`src/rtl/tape_seq_pkg.sv`:
```
// Shared types and constants for the tape sequencer.
// Rule layout: {halt, next_state, move, write_sym}.
package tape_seq_pkg;

  localparam int RULE_ST_W = 2;
  localparam int RULE_W    = RULE_ST_W + 3;

  localparam int SYM_BIT  = 0;
  localparam int MOVE_BIT = 1;
  localparam int NS_LSB   = 2;
  localparam int HALT_BIT = RULE_ST_W + 2;

  localparam logic MOVE_LEFT  = 1'b0;
  localparam logic MOVE_RIGHT = 1'b1;

  typedef enum logic [1:0] {
    IDLE = 2'd0,
    RUN  = 2'd1,
    DONE = 2'd2
  } fsm_e;

  typedef struct packed {
    logic                 halt;
    logic [RULE_ST_W-1:0] next_state;
    logic                 move;
    logic                 write_sym;
  } rule_t;

  function automatic rule_t to_rule(
    input logic [RULE_W-1:0] raw
  );
    return rule_t'(raw);
  endfunction

endpackage

```
`src/rtl/tape_sequencer_rule_table.sv`:
```
// Transition rule register file: one write port, one async read port.
// Every entry resets to a halt rule.
module tape_rule_table
  import tape_seq_pkg::*;
#(
  parameter int AW = RULE_ST_W + 1,
  parameter int DW = RULE_W
) (
  input  logic          clk,
  input  logic          rst_n,
  input  logic          we_i,
  input  logic [AW-1:0] waddr_i,
  input  logic [DW-1:0] wdata_i,
  input  logic [AW-1:0] raddr_i,
  output logic [DW-1:0] rdata_o
);

  localparam int N = 2 ** AW;
  localparam logic [DW-1:0] RST_VAL =
    {1'b1, {(DW-1){1'b0}}};

  logic [DW-1:0] mem_q [N];

  always_ff @(posedge clk or negedge rst_n) begin
    if (!rst_n) begin
      for (int i = 0; i < N; i++) begin
        mem_q[i] <= RST_VAL;
      end
    end else if (we_i) begin
      mem_q[waddr_i] <= wdata_i;
    end
  end

  assign rdata_o = mem_q[raddr_i];

endmodule

```
`src/rtl/tape_sequencer.sv`:
```
// Rule-driven tape machine controller (IDLE/RUN/DONE).
// Optional SINGLE_STEP_EN adds step_req to gate RUN edges.
module tape_sequencer
  import tape_seq_pkg::*;
#(
  parameter int TAPE_W    = 10,
  parameter int ST_W      = RULE_ST_W,
  parameter int MAX_STEPS = 64,
  parameter int CNT_W     = 7
) (
  input  logic                      clk,
  input  logic                      rst_n,
  input  logic                      start,
  input  logic [TAPE_W-1:0]         tape_in,
  input  logic                      rule_we,
  input  logic [ST_W:0]             rule_addr,
  input  logic [ST_W+2:0]           rule_data,
`ifdef SINGLE_STEP_EN
  input  logic                      step_req,
`endif
  output logic                      busy,
  output logic                      done,
  output logic                      fault,
  output logic                      timeout,
  output logic [TAPE_W-1:0]         tape_out,
  output logic [$clog2(TAPE_W)-1:0] head,
  output logic [CNT_W-1:0]          steps
);

  localparam int HW = $clog2(TAPE_W);
  localparam logic [HW-1:0] HEAD_MAX =
    HW'(TAPE_W - 1);
  localparam logic [CNT_W-1:0] STEP_LIM =
    CNT_W'(MAX_STEPS);

  fsm_e              state_q, state_d;
  logic [TAPE_W-1:0] tape_q, tape_d;
  logic [HW-1:0]     head_q, head_d;
  logic [CNT_W-1:0]  steps_q, steps_d;
  logic [ST_W-1:0]   mst_q, mst_d;
  logic              fault_q, fault_d;
  logic              tmo_q, tmo_d;

  logic              adv;
  logic              tbl_we;
  logic [ST_W:0]     rd_addr;
  logic [ST_W+2:0]   rd_raw;
  rule_t             r;
  logic              at_edge;

`ifdef SINGLE_STEP_EN
  assign adv = step_req;
`else
  assign adv = 1'b1;
`endif

  assign tbl_we  = rule_we && (state_q == IDLE);
  assign rd_addr = {mst_q, tape_q[head_q]};

  tape_rule_table #(
    .AW (ST_W + 1),
    .DW (ST_W + 3)
  ) u_tbl (
    .clk     (clk),
    .rst_n   (rst_n),
    .we_i    (tbl_we),
    .waddr_i (rule_addr),
    .wdata_i (rule_data),
    .raddr_i (rd_addr),
    .rdata_o (rd_raw)
  );

  assign r = to_rule(rd_raw);

  // Moving off either end faults instead of wrapping.
  assign at_edge =
    ((r.move == MOVE_LEFT)  && (head_q == '0)) ||
    ((r.move == MOVE_RIGHT) && (head_q == HEAD_MAX));

  always_comb begin
    state_d = state_q;
    tape_d  = tape_q;
    head_d  = head_q;
    steps_d = steps_q;
    mst_d   = mst_q;
    fault_d = fault_q;
    tmo_d   = tmo_q;
    case (state_q)
      IDLE: begin
        if (start) begin
          tape_d  = tape_in;
          head_d  = '0;
          steps_d = '0;
          mst_d   = '0;
          fault_d = 1'b0;
          tmo_d   = 1'b0;
          state_d = RUN;
        end
      end
      RUN: begin
        if (adv) begin
          if (steps_q == STEP_LIM) begin
            tmo_d   = 1'b1;
            state_d = DONE;
          end else if (r.halt) begin
            state_d = DONE;
          end else begin
            tape_d[head_q] = r.write_sym;
            steps_d = steps_q + 1'b1;
            if (at_edge) begin
              fault_d = 1'b1;
              state_d = DONE;
            end else begin
              head_d = (r.move == MOVE_RIGHT) ?
                       head_q + 1'b1 :
                       head_q - 1'b1;
              mst_d  = r.next_state;
            end
          end
        end
      end
      DONE: state_d = IDLE;
      default: state_d = IDLE;
    endcase
  end

  always_ff @(posedge clk or negedge rst_n) begin
    if (!rst_n) begin
      state_q <= IDLE;
      tape_q  <= '0;
      head_q  <= '0;
      steps_q <= '0;
      mst_q   <= '0;
      fault_q <= 1'b0;
      tmo_q   <= 1'b0;
    end else begin
      state_q <= state_d;
      tape_q  <= tape_d;
      head_q  <= head_d;
      steps_q <= steps_d;
      mst_q   <= mst_d;
      fault_q <= fault_d;
      tmo_q   <= tmo_d;
    end
  end

  assign busy     = (state_q == RUN);
  assign done     = (state_q == DONE);
  assign fault    = fault_q;
  assign timeout  = tmo_q;
  assign tape_out = tape_q;
  assign head     = head_q;
  assign steps    = steps_q;

endmodule

```
`config.mk`:
```
export PLATFORM = sky130hd
export DESIGN_NAME = tape_sequencer
export DESIGN_NICKNAME = d
export VERILOG_FILES = /design/src/rtl/tape_seq_pkg.sv /design/src/rtl/tape_sequencer_rule_table.sv /design/src/rtl/tape_sequencer.sv
export SDC_FILE = /design/constraint.sdc
export NUM_CORES = 1
export LEC_CHECK = 0
export BUFFER_PORTS_ARGS = -buffer_cell sky130_fd_sc_hd__buf_2
export CAP_MARGIN = 20
export CORE_MARGIN = 8
export CORE_UTILIZATION = 55
export DETAILED_ROUTE_END_ITERATION = 8
export GPL_ROUTABILITY_DRIVEN = 0
export HOLD_SLACK_MARGIN = 0.05
export PLACE_DENSITY = 0.79
export SYNTH_ARGS = -nofsm -noshare
export SYNTH_HDL_FRONTEND = slang
export SYNTH_HIERARCHICAL = 1
export SYNTH_SLANG_ARGS = --single-unit
```
`constraint.sdc`:
```
create_clock -name clk -period 10.78 [get_ports clk]
set_input_delay 0 -clock clk [delete_from_list [all_inputs] [get_ports clk]]
set_output_delay 0 -clock clk [all_outputs]
set_load 0.05 [all_outputs]
```
==> metrics.md <==
| Metric | Value |
|---|---|
| Area of the die | `0.00933 mm2` |
| Crit path capture type | `flip-flop` |
| Largest net degree at the start of global routing | `68` |
| Post-Syn Area | `0.00357 mm2` |
| Initial antenna violation count | `0` |
| Post-route ant nets | `0` |
| Leak Pwr | `0.00186 uW` |
| Total CTS buffers | `9` |
| Wire length per cell | `18.8 um` |
| First-pass GRT wire length | `13.6 mm` |
| Final HPWL DP | `5.33 mm` |
| Setup crit start kind | `flip-flop` |
| Req. time, crit path | `11.00 ns` |
| Tightest Pin Transition | `1.11 ns` |
| Die X | `96.6 um` |
| Area growth from synthesis to layout | `17.2%` |
| WHS | `0.0684 ns` |
| # rows | `29` |
| Multi-input combinational cell area | `0.00180 mm2` |
| Post-route design area | `0.00419 mm2` |
| Switching Fraction | `0.413` |
| Worst Skew | `0.00903 ns` |
| Core ar. | `0.00631 mm2` |
| Nets | `368` |
| Worst slack at placement | `6.46 ns` |
| Fmax | `0.230 GHz` |
| Post-synth ARST share | `1.00` |
| Number of port buffers | `46` |
| Clock-pin slew on the worst setup and hold paths | `0.08 ns` |
| Io pins | `47` |
| Mean area per synthesized cell | `12.6 um2` |
| Cell Area, Placed | `0.00384 mm2` |
| Synthesis-stage register bit count | `67` |
| Cts repair resizes | `0` |
| DRC | `0` |
| CP max FO | `14` |
| Post-Layout Cell Count | `423` |
| Max VDD drop | `0.217 mV` |
| Share of post-route cells with drive strength above 1 | `0.373` |
| Distinct cells, synth | `51` |
| Slew Limit Headroom | `0.257` |
| Pins over their slew limit | `0` |
| Main synth FF type | `dfrtp_1` |
| Final hold vios | `0` |
| Post-CTS Setup Bufs | `0` |
| Initial core utilization | `0.566` |
| Htree depth | `3` |
| Hold Buf Count CTS | `15` |
| Sequential power share | `0.345` |
| Worst EP arrival | `4.56 ns` |
| Status | `finished, final reports clean` |
| Net Switching | `548 uW` |
| Post-synthesis sequential area ratio | `0.472` |
| TritonCTS clock tree | `built` |
| Ys Warns | `6` |
| Maxcap violations | `0` |
| Pre-Repair DR Iteration Count | `4` |
| Clock latency on the worst-skew pair | `0.34 ns` |
| FILL cells | `480` |
| Via Count | `2543` |
| Fin crit period | `4.34 ns` |
| Vias/cell | `6.01` |
| Setup-failing EPs final | `0` |
| Clock share of power | `0.157` |
| Final WL | `7.93 mm` |
| Logic pwr share | `0.498` |
| Post-synthesis cell count | `283` |
| Maximum buffer depth of the clock tree | `2` |
| Total GRT Usage | `0.176` |
| Sink Count | `67` |
| Fin crit share | `0.403` |
| Die Height | `96.6 um` |
| ANT cells | `0` |
| Starting DRT DRC Count | `67` |
| Power Density | `317 mW/mm2` |
| RSZ-0062 raised after global routing | `no` |
| Hold/Removal Path Class | `in2reg` |
| Int Power | `778 uW` |
| Register area | `0.00169 mm2` |
| Syn Nets | `310` |
| Grt ovf | `0` |
| Final TNS setup | `0 ns` |
| Final WS setup | `6.44 ns` |
| Dpl cells | `392` |
| Setup CP Type | `reg2reg` |
| Vias in the first global route | `2620` |
| Post-synth EDFFs | `0` |
| Clock Root Buffer | `clkbuf_8` |
[path summary, 6_finish.rpt]
| kind | startpoint | endpoint | slack (ns) | cells past startpoint |
|---|---|---|---|---|
| max in group asynchronous | rst_n | u_tbl/mem_q[30] | 9.86 | 3 |
| worst min register to register | u_tbl/mem_q[11] | u_tbl/mem_q[11] | 0.50 | 1 |
| min in group asynchronous | rst_n | steps[0] | 0.38 | 3 |
| worst max-delay path | head[0] | head[3] | 6.44 | 10 |
| worst max register to register | head[0] | head[3] | 6.44 | 10 |
| worst min-delay path | tape_in[3] | tape_out[3] | 0.07 | 3 |
[power by group through the flow]
stage | clock (uW) | combinational, uW | sequential (uW)
6_report | 208 | 661 | 457
5_1_grt | 223 | 714 | 474
4_1_cts | 210 | 663 | 457
3_5_place_dp | 0 | 655 | 461
3_3_place_gp | 0 | 639 | 453
2_1_floorplan | 0 | 454 | 518
[worst max-delay path, cell delays in order (launching register included)]
cell	delay [ns]
dfrtp_1	0.67
mux2i_1	0.17
o32ai_2	0.96
mux4_1	0.65
mux2_2	0.33
inv_1	0.09
ha_1	0.26
and3_1	0.20
or3_1	0.35
and4b_1	0.20
a221o_1	0.34
[cells in the mapped netlist (6+ instances only)]
library cell,count,area (um2)
dfrtp_1,59,1480
nand3_1,9,45.0
o2bb2a_1,6,60.1
inv_1,6,22.5
a21oi_1,19,95.1
mux4_1,10,263
clkbuf_1,9,33.8
o21ai_0,10,50.1
nand2_1,10,37.5
dfstp_2,8,210
nor2_1,9,33.8
mux2_2,46,518
[state kept, by name, summed over array words and instances, names as in the netlist]
name	cells
head	4
fault	1
mst_q	2
u_tbl/mem_q	40
timeout	1
tape_out	10
state_q	2
steps	7
[metrics by stage]
step           total power, uW   util
6_report                  1330  0.663
3_3_place_gp              1090  0.609
4_1_cts                   1330  0.663
3_5_place_dp              1120  0.609
5_1_grt                   1410  0.663
2_1_floorplan              972      -
[cells in the final DEF, fill, tap and decap left out, drive strengths merged, types with 4 or more instances in the layout]
| cell | n |
|---|---|
| ha | 4 |
| o2bb2a | 6 |
| dlygate4sd3 | 15 |
| inv | 6 |
| o21ai | 11 |
| mux2 | 46 |
| nor3 | 5 |
| nor2b | 5 |
| or3 | 4 |
| dfrtp | 59 |
| nand2b | 5 |
| and2 | 5 |
| mux4 | 12 |
| nand3 | 9 |
| clkbuf | 11 |
| nor2 | 9 |
| buf | 47 |
| nand2 | 10 |
| dfstp | 8 |
| a21oi | 19 |
[area by class of cell]
class                   instances  area share
clock buffers                  11      0.0338
well taps                      77      0.0230
repair buffers                 62      0.0926
inverters                       6     0.00538
multi-input cells             195       0.430
flip-flops and latches         67       0.403
clock inverters                 5      0.0125
[logic make-up after synthesis]
family | Yosys count | share of synthesized area
AND/OR/NAND/NOR | 67 | 0.116
adder cells (fa/ha/maj) | 5 | 0.0196
XOR/XNOR | 4 | 0.00981
flip-flops | 67 | 0.472
multiplexers | 61 | 0.239
AO/OA/AOI/OAI | 58 | 0.117
buffers and inverters | 21 | 0.0259
[metal layers]
layer	vias up	routed length, um	share of wire	track usage
met3	13	378	0.048	0.0434
met1	1263	3660	0.46	0.234
met4	0	132	0.017	0.0651
met5	-	0	0	0
li1	1197	-	-	-
met2	70	3770	0.47	0.270
Power figures use the tool's default switching activity.
